$ cat config.mk
export PLATFORM = sky130hd
export DESIGN_NAME = hamming_secded_engine_flat
export DESIGN_NICKNAME = d
export VERILOG_FILES = /design/src/rtl/hamming_secded_engine_if.sv /design/src/rtl/hamming_secded_engine.sv /design/src/flat_wrapper.sv
export SDC_FILE = /design/constraint.sdc
export NUM_CORES = 1
export LEC_CHECK = 0
export BUFFER_PORTS_ARGS = -buffer_cell sky130_fd_sc_hd__buf_2
export CORE_MARGIN = 4
export CORE_UTILIZATION = 55
export CTS_BUF_LIST = sky130_fd_sc_hd__clkbuf_4 sky130_fd_sc_hd__clkbuf_8
export DETAILED_ROUTE_END_ITERATION = 16
export PLACE_DENSITY = 0.84
export SLEW_MARGIN = 5
export SYNTH_ARGS = -nofsm -noshare
export SYNTH_HDL_FRONTEND = slang
export SYNTH_SLANG_ARGS = --single-unit
$ cat constraint.sdc
create_clock -name clk -period 4 [get_ports clk]
set_input_delay 1 -clock clk [delete_from_list [all_inputs] [get_ports clk]]
set_output_delay 1 -clock clk [all_outputs]
set_load 0.03 [all_outputs]
$ cat src/rtl/hamming_secded_engine_if.sv
// hamming_secded_engine_if
// Groups the start/status handshake and the byte-wide data-memory port of the
// SECDED engine.
//   master modport (engine side):
//     in : req, mode, mem_rd_data
//     out: mem_addr, mem_wr_en, mem_wr_data, done, busy, err1_cnt, err2_cnt
//   slave modport (core + memory side): the same signals, opposite direction.
interface hamming_secded_engine_if #(
    parameter int ADDR_W = 8,
    parameter int CNT_W  = 8
);
    logic              req;
    logic              mode;
    logic [ADDR_W-1:0] mem_addr;
    logic [7:0]        mem_rd_data;
    logic              mem_wr_en;
    logic [7:0]        mem_wr_data;
    logic              done;
    logic              busy;
    logic [CNT_W-1:0]  err1_cnt;
    logic [CNT_W-1:0]  err2_cnt;

    modport master (
        input  req, mode, mem_rd_data,
        output mem_addr, mem_wr_en, mem_wr_data, done, busy, err1_cnt, err2_cnt
    );

    modport slave (
        output req, mode, mem_rd_data,
        input  mem_addr, mem_wr_en, mem_wr_data, done, busy, err1_cnt, err2_cnt
    );
endinterface

$ cat src/rtl/hamming_secded_engine.sv
// hamming_secded_engine
// Memory-mastering SECDED (16,11) Hamming engine. On an accepted req it walks
// NUM_MSG little-endian 16-bit messages from SRC_BASE, encodes (mode=0) or
// decodes/corrects (mode=1) each one, and writes the result pair to DST_BASE.
// Four cycles per message: read lo, read hi, write lo, write hi.
// Ports:
//   clk   - system clock, rising edge
//   reset - asynchronous active-low reset
//   bus   - hamming_secded_engine_if.master: req/mode in, done/busy/error
//           counters out, byte-wide memory port (combinational read data,
//           write on rising edge)
module hamming_secded_engine #(
    parameter int NUM_MSG  = 15,
    parameter int SRC_BASE = 0,
    parameter int DST_BASE = 30,
    parameter int ADDR_W   = 8,
    parameter int CNT_W    = 8
) (
    input  logic                      clk,
    input  logic                      reset,
    hamming_secded_engine_if.master   bus
);

    localparam logic [2:0] IDLE  = 3'd0;
    localparam logic [2:0] RD_LO = 3'd1;
    localparam logic [2:0] RD_HI = 3'd2;
    localparam logic [2:0] WR_LO = 3'd3;
    localparam logic [2:0] WR_HI = 3'd4;
    localparam logic [2:0] DONE  = 3'd5;

    // Codeword positions whose index has bit k set, for k = 0..3 (k=0 in the
    // low slice). Used both to build parity and to form the syndrome.
    localparam logic [63:0] POS_MASKS = {16'hFF00, 16'hF0F0, 16'hCCCC, 16'hAAAA};

    logic [2:0]       state_reg;
    logic             mode_reg;
    logic [6:0]       idx_reg;
    logic [7:0]       lo_reg;
    logic [7:0]       hi_reg;
    logic             done_reg;
    logic [CNT_W-1:0] err1_reg;
    logic [CNT_W-1:0] err2_reg;

    // ---------------- encode path ----------------
    logic [10:0] enc_src;
    logic [15:0] enc_data;
    logic [3:0]  par;
    logic [15:0] enc_body;
    logic [15:0] enc_word;

    assign enc_src  = {hi_reg[2:0], lo_reg};
    // Data bits dropped into the non-power-of-two positions, parity slots zero.
    assign enc_data = {enc_src[10:4], 1'b0, enc_src[3:1], 1'b0, enc_src[0], 3'b000};
    assign enc_body = enc_data | {7'b0, par[3], 3'b0, par[2], 1'b0, par[1], par[0], 1'b0};
    // Overall parity in bit 0 makes the full 16-bit word even.
    assign enc_word = {enc_body[15:1], ^enc_body[15:1]};

    // ---------------- decode path ----------------
    logic [15:0] cw;
    logic [3:0]  syn;
    logic        q;
    logic [1:0]  flag;
    logic [15:0] fixed;
    logic [10:0] dec_d;
    logic [15:0] dec_word;

    assign cw = {hi_reg, lo_reg};
    assign q  = ^cw;

    genvar gi;
    generate
        for (gi = 0; gi < 4; gi++) begin : g_syn
            assign par[gi] = ^(enc_data & POS_MASKS[gi*16 +: 16]);
            assign syn[gi] = ^(cw & POS_MASKS[gi*16 +: 16]);
        end
    endgenerate

    always_comb begin
        flag  = 2'b00;
        fixed = cw;
        if (q) begin
            // Odd overall parity: single error at position syn (0 = p0 itself).
            flag  = 2'b01;
            fixed = cw ^ (16'd1 << syn);
        end else if (syn != 4'd0) begin
            // Even parity with a nonzero syndrome: uncorrectable double error.
            flag = 2'b10;
        end
        dec_d    = {fixed[15:9], fixed[7:5], fixed[3]};
        dec_word = {flag, 3'b000, dec_d};
    end

    logic [15:0] res_word;
    assign res_word = mode_reg ? dec_word : enc_word;

    // ---------------- memory port ----------------
    logic [ADDR_W-1:0] src_addr;
    logic [ADDR_W-1:0] dst_addr;

    assign src_addr = ADDR_W'(SRC_BASE) + ADDR_W'({idx_reg, 1'b0});
    assign dst_addr = ADDR_W'(DST_BASE) + ADDR_W'({idx_reg, 1'b0});

    // Outputs decoded from state so reset forces them to zero immediately.
    always_comb begin
        bus.mem_addr    = '0;
        bus.mem_wr_en   = 1'b0;
        bus.mem_wr_data = 8'h00;
        case (state_reg)
            RD_LO: bus.mem_addr = src_addr;
            RD_HI: bus.mem_addr = src_addr + ADDR_W'(1);
            WR_LO: begin
                bus.mem_addr    = dst_addr;
                bus.mem_wr_en   = 1'b1;
                bus.mem_wr_data = res_word[7:0];
            end
            WR_HI: begin
                bus.mem_addr    = dst_addr + ADDR_W'(1);
                bus.mem_wr_en   = 1'b1;
                bus.mem_wr_data = res_word[15:8];
            end
            default: ;
        endcase
    end

    assign bus.busy     = (state_reg != IDLE) && (state_reg != DONE);
    assign bus.done     = done_reg;
    assign bus.err1_cnt = err1_reg;
    assign bus.err2_cnt = err2_reg;

    // ---------------- control ----------------
    always_ff @(posedge clk or negedge reset) begin
        if (!reset) begin
            state_reg <= IDLE;
            mode_reg  <= 1'b0;
            idx_reg   <= '0;
            lo_reg    <= 8'h00;
            hi_reg    <= 8'h00;
            done_reg  <= 1'b0;
            err1_reg  <= '0;
            err2_reg  <= '0;
        end else begin
            case (state_reg)
                IDLE, DONE: begin
                    if (bus.req) begin
                        state_reg <= RD_LO;
                        mode_reg  <= bus.mode;
                        idx_reg   <= '0;
                        done_reg  <= 1'b0;
                        err1_reg  <= '0;
                        err2_reg  <= '0;
                    end else if (state_reg == DONE) begin
                        // done is registered off DONE, rising one edge after entry.
                        done_reg <= 1'b1;
                    end
                end
                RD_LO: begin
                    lo_reg    <= bus.mem_rd_data;
                    state_reg <= RD_HI;
                end
                RD_HI: begin
                    hi_reg    <= bus.mem_rd_data;
                    state_reg <= WR_LO;
                end
                WR_LO: state_reg <= WR_HI;
                WR_HI: begin
                    if (mode_reg) begin
                        if (flag == 2'b01 && err1_reg != '1)
                            err1_reg <= err1_reg + CNT_W'(1);
                        if (flag == 2'b10 && err2_reg != '1)
                            err2_reg <= err2_reg + CNT_W'(1);
                    end
                    if (idx_reg == 7'(NUM_MSG - 1)) begin
                        state_reg <= DONE;
                    end else begin
                        idx_reg   <= idx_reg + 7'd1;
                        state_reg <= RD_LO;
                    end
                end
                default: state_reg <= IDLE;
            endcase
        end
    end

endmodule
$ cat src/flat_wrapper.sv
// flat-port wrapper written by rule: the top's interface ports become plain ports
module hamming_secded_engine_flat 
#(
    parameter int NUM_MSG  = 15,
    parameter int SRC_BASE = 0,
    parameter int DST_BASE = 30,
    parameter int ADDR_W   = 8,
    parameter int CNT_W    = 8
)
  (clk, reset, bus_req, bus_mode, bus_mem_rd_data, bus_mem_addr, bus_mem_wr_en, bus_mem_wr_data, bus_done, bus_busy, bus_err1_cnt, bus_err2_cnt);
  hamming_secded_engine_if #(.ADDR_W(ADDR_W), .CNT_W(CNT_W)) bus_i ();
  input  logic clk;
  input  logic reset;
  input wire logic [$bits(bus_i.req)-1:0] bus_req;
  input wire logic [$bits(bus_i.mode)-1:0] bus_mode;
  input wire logic [$bits(bus_i.mem_rd_data)-1:0] bus_mem_rd_data;
  output wire logic [$bits(bus_i.mem_addr)-1:0] bus_mem_addr;
  output wire logic [$bits(bus_i.mem_wr_en)-1:0] bus_mem_wr_en;
  output wire logic [$bits(bus_i.mem_wr_data)-1:0] bus_mem_wr_data;
  output wire logic [$bits(bus_i.done)-1:0] bus_done;
  output wire logic [$bits(bus_i.busy)-1:0] bus_busy;
  output wire logic [$bits(bus_i.err1_cnt)-1:0] bus_err1_cnt;
  output wire logic [$bits(bus_i.err2_cnt)-1:0] bus_err2_cnt;
  assign bus_i.req = bus_req;
  assign bus_i.mode = bus_mode;
  assign bus_i.mem_rd_data = bus_mem_rd_data;
  assign bus_mem_addr = bus_i.mem_addr;
  assign bus_mem_wr_en = bus_i.mem_wr_en;
  assign bus_mem_wr_data = bus_i.mem_wr_data;
  assign bus_done = bus_i.done;
  assign bus_busy = bus_i.busy;
  assign bus_err1_cnt = bus_i.err1_cnt;
  assign bus_err2_cnt = bus_i.err2_cnt;
  hamming_secded_engine #(.NUM_MSG(NUM_MSG), .SRC_BASE(SRC_BASE), .DST_BASE(DST_BASE), .ADDR_W(ADDR_W), .CNT_W(CNT_W)) u_core (.clk(clk), .reset(reset), .bus(bus_i));
endmodule
# == Word level (Yosys, flattened, before mapping) ==
# Cells that the tools add are included.
# word_totals
in_bits,12
word_cells,80
out_inout_bits,35
reg_bits,44
# classes
shifts,1
n_eq_ne,16
n_reduce_logical,25
addsub,6
mux,22
n_bitwise,2
# op_table
cell,count
$reduce_xor A16 Y1,9
$pmux W8 S2,3
$mux W8,5
$add A8 B1 Y8 const B,4
$mux W16,2
$pmux W8 S4,1
$ne A8 B8 Y1 const B,2
$or A16 B9 Y16,1
$shl A1 B4 Y16 const A,1
$xor A16 B16 Y16,1
$pmux W3 S5,1
$reduce_xor A15 Y1,1
$mux W7,2
$pmux W7 S2,1
$add A5 B8 Y8 const A,1
$reduce_and A4 Y1,2
$add A7 B1 Y7 const B,1
$eq A7 B4 Y1 const B,1
$eq A3 B2 Y1 const B,2
$eq A3 B3 Y1 const B,2
$mux W3,2
$ne A2 B1 Y1 const B,3
$mux W2,2
$ne A2 B2 Y1 const B,2
13 further kinds,20

# == Longest topological paths before layout ==
# logic_depth
depth_word,9
ltp_mapped,9
ltp_nobuf,8

# == Worst setup path before layout ==
# Ideal clock, no wire load.
# synth_timing
path_kind,register to output
start,register u_core.hi_reg[1]
end,output port bus_mem_wr_data[5]
arrival_ps,2363
setup_slack_ps,637
stages_incl_launch_ff,9
t_required_ps,3000
n_path_buf,1
cell_sequence,dfrtp_1 -> buf_2 -> xnor3_2 -> xnor2_1 -> nand4_1 -> o2bb2a_1 -> xor2_1 -> nand2_1 -> a21oi_1
# synth_between
elab_chain_len,6
word_cells_on_any_way,8
cone_classes,shift: 1; mux: 3; bitwise: 1; reduce/logical: 3
# synth_rtl
item,line,rtl
start: declaration,hamming_secded_engine.sv:39,logic [7:0] hi_reg;
start signal: assignment,hamming_secded_engine.sv:161,hi_reg <= bus.mem_rd_data;
$reduce_xor A16 Y1,hamming_secded_engine.sv:74,assign syn[gi] = ^(cw & POS_MASKS[gi*16 +: 16]);
$shl A1 B4 Y16,hamming_secded_engine.sv:84,fixed = cw ^ (16'd1 << syn);
$xor A16 B16 Y16,hamming_secded_engine.sv:84,
$mux W16 (*),hamming_secded_engine.sv:81,if (q) begin
$mux W16 (*),hamming_secded_engine.sv:94,assign res_word = mode_reg ? dec_word : enc_word;
$pmux W8 S2 (*),hamming_secded_engine.sv:108,case (state_reg)
end: declaration,flat_wrapper.sv:19,output wire logic [$bits(bus_i.mem_wr_data)-1:0] bus_mem_wr_data;
# Every way passes the cells marked *; elsewhere a longest branch is shown, timed or not.

# == Worst setup path after layout ==
# layout_timing
start,register u_core.lo_reg[1]
end,output port bus_mem_wr_data[2]
# layout_between
elab_chain_len,6
word_cells_on_any_way,7
cone_classes,shift: 1; mux: 3; bitwise: 1; reduce/logical: 2
# layout_rtl
item,line,rtl
start: declaration,hamming_secded_engine.sv:38,logic [7:0] lo_reg;
start signal: assignment,hamming_secded_engine.sv:157,lo_reg <= bus.mem_rd_data;
$reduce_xor A16 Y1,hamming_secded_engine.sv:74,
$shl A1 B4 Y16,hamming_secded_engine.sv:84,
$xor A16 B16 Y16,hamming_secded_engine.sv:84,
$mux W16 (*),hamming_secded_engine.sv:81,
$mux W16 (*),hamming_secded_engine.sv:94,
$pmux W8 S2 (*),hamming_secded_engine.sv:108,
# Marks and branches as above.

==> qor.csv <==
metric;value;unit
Crit. End Element;primary output;
GP Congestion;0.9128;
GRT overflow;0;
syn avg cell area;9.121;um^2
outcome;complete, but fails checks;
Syn Std Cell Area;3366;um^2
RR Endpoint;u_core.bus.err2_cnt[7];
Synth Warn #;0;
Die W;86.23;um
drt wl/cell;16.87;um
initial antenna violation count;0;
sequential-to-total area share from yosys stat;32.71;%
Fin. Hold Viols;0;
Period Utilization, post-route;100.1;%
Worst Hold Launch;u_core.bus.err2_cnt[2];
clk buf depth;2;
crit-path cells;xnor3_2 -> xnor2_2 -> nand2_1 -> o31ai_4 -> o21ai_0 -> xnor2_1 -> a221o_1 -> buf_2;
routed vias;2855;
predominant post-synthesis flop cell;dfrtp_1;
CTS H-tree lvls;2;
startpoint types;flop;
max incr delay on CP;0.56;ns
Post-DRT Antenna Nets;0;
Post-synth EDFFs;0;
n_diodes;0;
DR iter-0 viols;166;
most frequent cell after synthesis;dfrtp_1;
total of max-cap violations;0;
clk sinks;44;
Fmax achieved;0.2499;GHz
vias in the first global route;2703;
die area;7435;um^2
clock-pin transition on the worst setup and hold timing paths;0.09;ns
Hold Path Depth;1;
Setup WS pre-CTS;0.3742;ns
Final #Nets;421;
Worst Path Required;3.00;ns
global-route wire length before repair;13130;um
failing checks;negative setup slack;
hpwl dp;5728;um
worst r2r src;u_core.hi_reg[1];
Worst Hold Class;reg2reg;
area added between synthesis and finish;12.04;%
Post-Synth XOR/XNOR Area;21.12;%
FILL cells;480;
Starting Density;56.85;%
Vias per Instance;5.948;
CTS root buf;clkbuf_8;
reg-to-reg slack, setup;1.03;ns
RSZ-0062 raised after global routing;yes;
largest net degree at the start of global routing;45;
PnR worst setup slack;-0.002087;ns
drt drc;0;
Final Skew;0.009234;ns
core area;5921;um^2
die height;86.23;um
First-pass DRT Iterations;5;
Clock Latency Late Sink;0.31;ns
dominant cell type by area after synthesis;dfrtp_1;
WS Path Type;reg2out;
port buffer count;46;
Mapped Cells;369;
mux cell area share after synthesis;5.948;%
async set-or-reset flop fraction in the synthesized netlist;100.0;%
TritonCTS buffer count;5;
R2R depth;8;
utilization after layout;63.69;%
Synth top area share;32.71;%
top post-synthesis cells by count;dfrtp_1 (44), nand2_1 (36), nor2_1 (33);
Distinct cells, synth;53;
worst-path fanout max;5;
IO Count;47;
syn_nets;386;
critical path data arrival time;3.00;ns
CTS tree;built;
critical path's slowest cell;xnor3_2;
Slew Viols, Final;0;
flops & latches, synth;44;
worst rel slew slack;35.61;%
WHS Endpoint;u_core.bus.err2_cnt[2];
worst-margin pin slew;0.9658;ns
share of cells above drive strength 1;25.43;%
Final Setup Violations;1;
Synth Area in Simple Gates;19.03;%
worst hold margin;0.5391;ns
gr usage total;22.13;%
final WL;8096;um
num rows;28;
Compound-Gate Fraction of Synth Area;15.54;%
crit path time final;4.002;ns
largest family of logic cells by synthesized area;XOR/XNOR gates;
post-synthesis adder-cell area fraction;1.859;%
largest cells by area after synthesis;dfrtp_1 (33%), xnor2_1 (5.7%), xor2_1 (5.5%);
worst max-delay path by stage:
stage                                     to  slack [ns]        startpoint
after floorplan           bus_mem_wr_data[5]        0.64  u_core.hi_reg[1]
after global placement    bus_mem_wr_data[2]        0.44  u_core.lo_reg[3]
after detailed placement  bus_mem_wr_data[2]        0.37  u_core.lo_reg[2]
after CTS                 bus_mem_wr_data[2]        0.03  u_core.lo_reg[3]
after global routing      bus_mem_wr_data[2]       -0.08  u_core.lo_reg[1]
final                     bus_mem_wr_data[2]      -0.002  u_core.lo_reg[1]
stage by stage:
| step | cells | setup TNS (ns) | instance area, um^2 |
|---|---|---|---|
| after floorplan | 369 | 0 | 3366 |
| final | 480 | -0.002087 | 3771 |
| after global placement | 470 | 0 | 3618 |
| after global routing | 480 | -0.08639 | 3771 |
| after CTS | 478 | 0 | 3716 |
| after detailed placement | 470 | 0 | 3618 |
placed cells by master, fill, tap and decap left out, types with 2 or more instances in the layout:
cell type  netlist  layout
xnor2_2          5       6
xnor3_2          2       2
a21o_1           2       2
or2_2            2       2
a221oi_1         2       2
mux2_2          16      16
a21oi_1         20      20
or3_1            5       5
and3_1           3       3
a31oi_1          2       2
a22oi_1          5       5
dfrtp_1         44      43
nand2b_1         2       2
nand3_1         17      17
o22ai_1          5       5
nor4_1           8       6
o31ai_1          6       5
a221o_1          2       2
ha_1             5       5
nand4_1          9       9
nor3_1           5       4
nor4_2           1       3
xor2_4           4       4
xnor2_1         22      21
and2_1           5       5
mux2i_1          2       2
a21boi_0         2       2
inv_1            9       9
nor2b_1          2       2
clkbuf_8         0       6
o21ai_0         20      20
or4_1            2       2
nor2_1          33      33
xor2_2           3       3
nand2_1         36      36
buf_2            6      46
xor2_1          21      21
buf_4            0       5
o21a_1           2       2
critical path: cells and delay by family (launching register included):
family          cells  cell delay, ns
compound gates      3            0.85
xor+xnor            3            1.00
simple gates        1            0.20
flops               1            0.47
buf+inv             1            0.18
layout make-up:
| type | count | area (um^2) | share of cell area [%] |
|---|---|---|---|
| clock inverter | 1 | 7.507 | 0.1991 |
| inverter | 9 | 33.78 | 0.8958 |
| tap | 75 | 93.84 | 2.488 |
| clock buffer | 7 | 90.09 | 2.389 |
| sequential | 44 | 1102 | 29.23 |
| timing repair buffer | 51 | 267.8 | 7.100 |
| multi-input combinational | 293 | 2176 | 57.70 |
logic make-up after synthesis:
group / after synthesis
fa+ha+maj: 5
simple gates: 132
mux: 18
flops: 44
compound gates: 79
buf+inv: 32
xor+xnor: 59
layer usage:
metal	vias to the layer above	track usage, %	wire (um)
met5	-	0	0
met4	0	7.507	204
met3	24	3.802	520
met2	119	36.72	3790
met1	1338	29.42	3582
li1	1374	-	-
timing repair:
item                                    4_1_cts  5_1_grt
resized for setup                             0        7
endpoints found under the hold margin         0        0
buffers inserted                              0        2
endpoints found under the setup margin        0        5
hold buffers                                  0        0
Power is not shown: default switching activity piles up to over one toggle a cycle in this logic, so the estimate is an artifact.
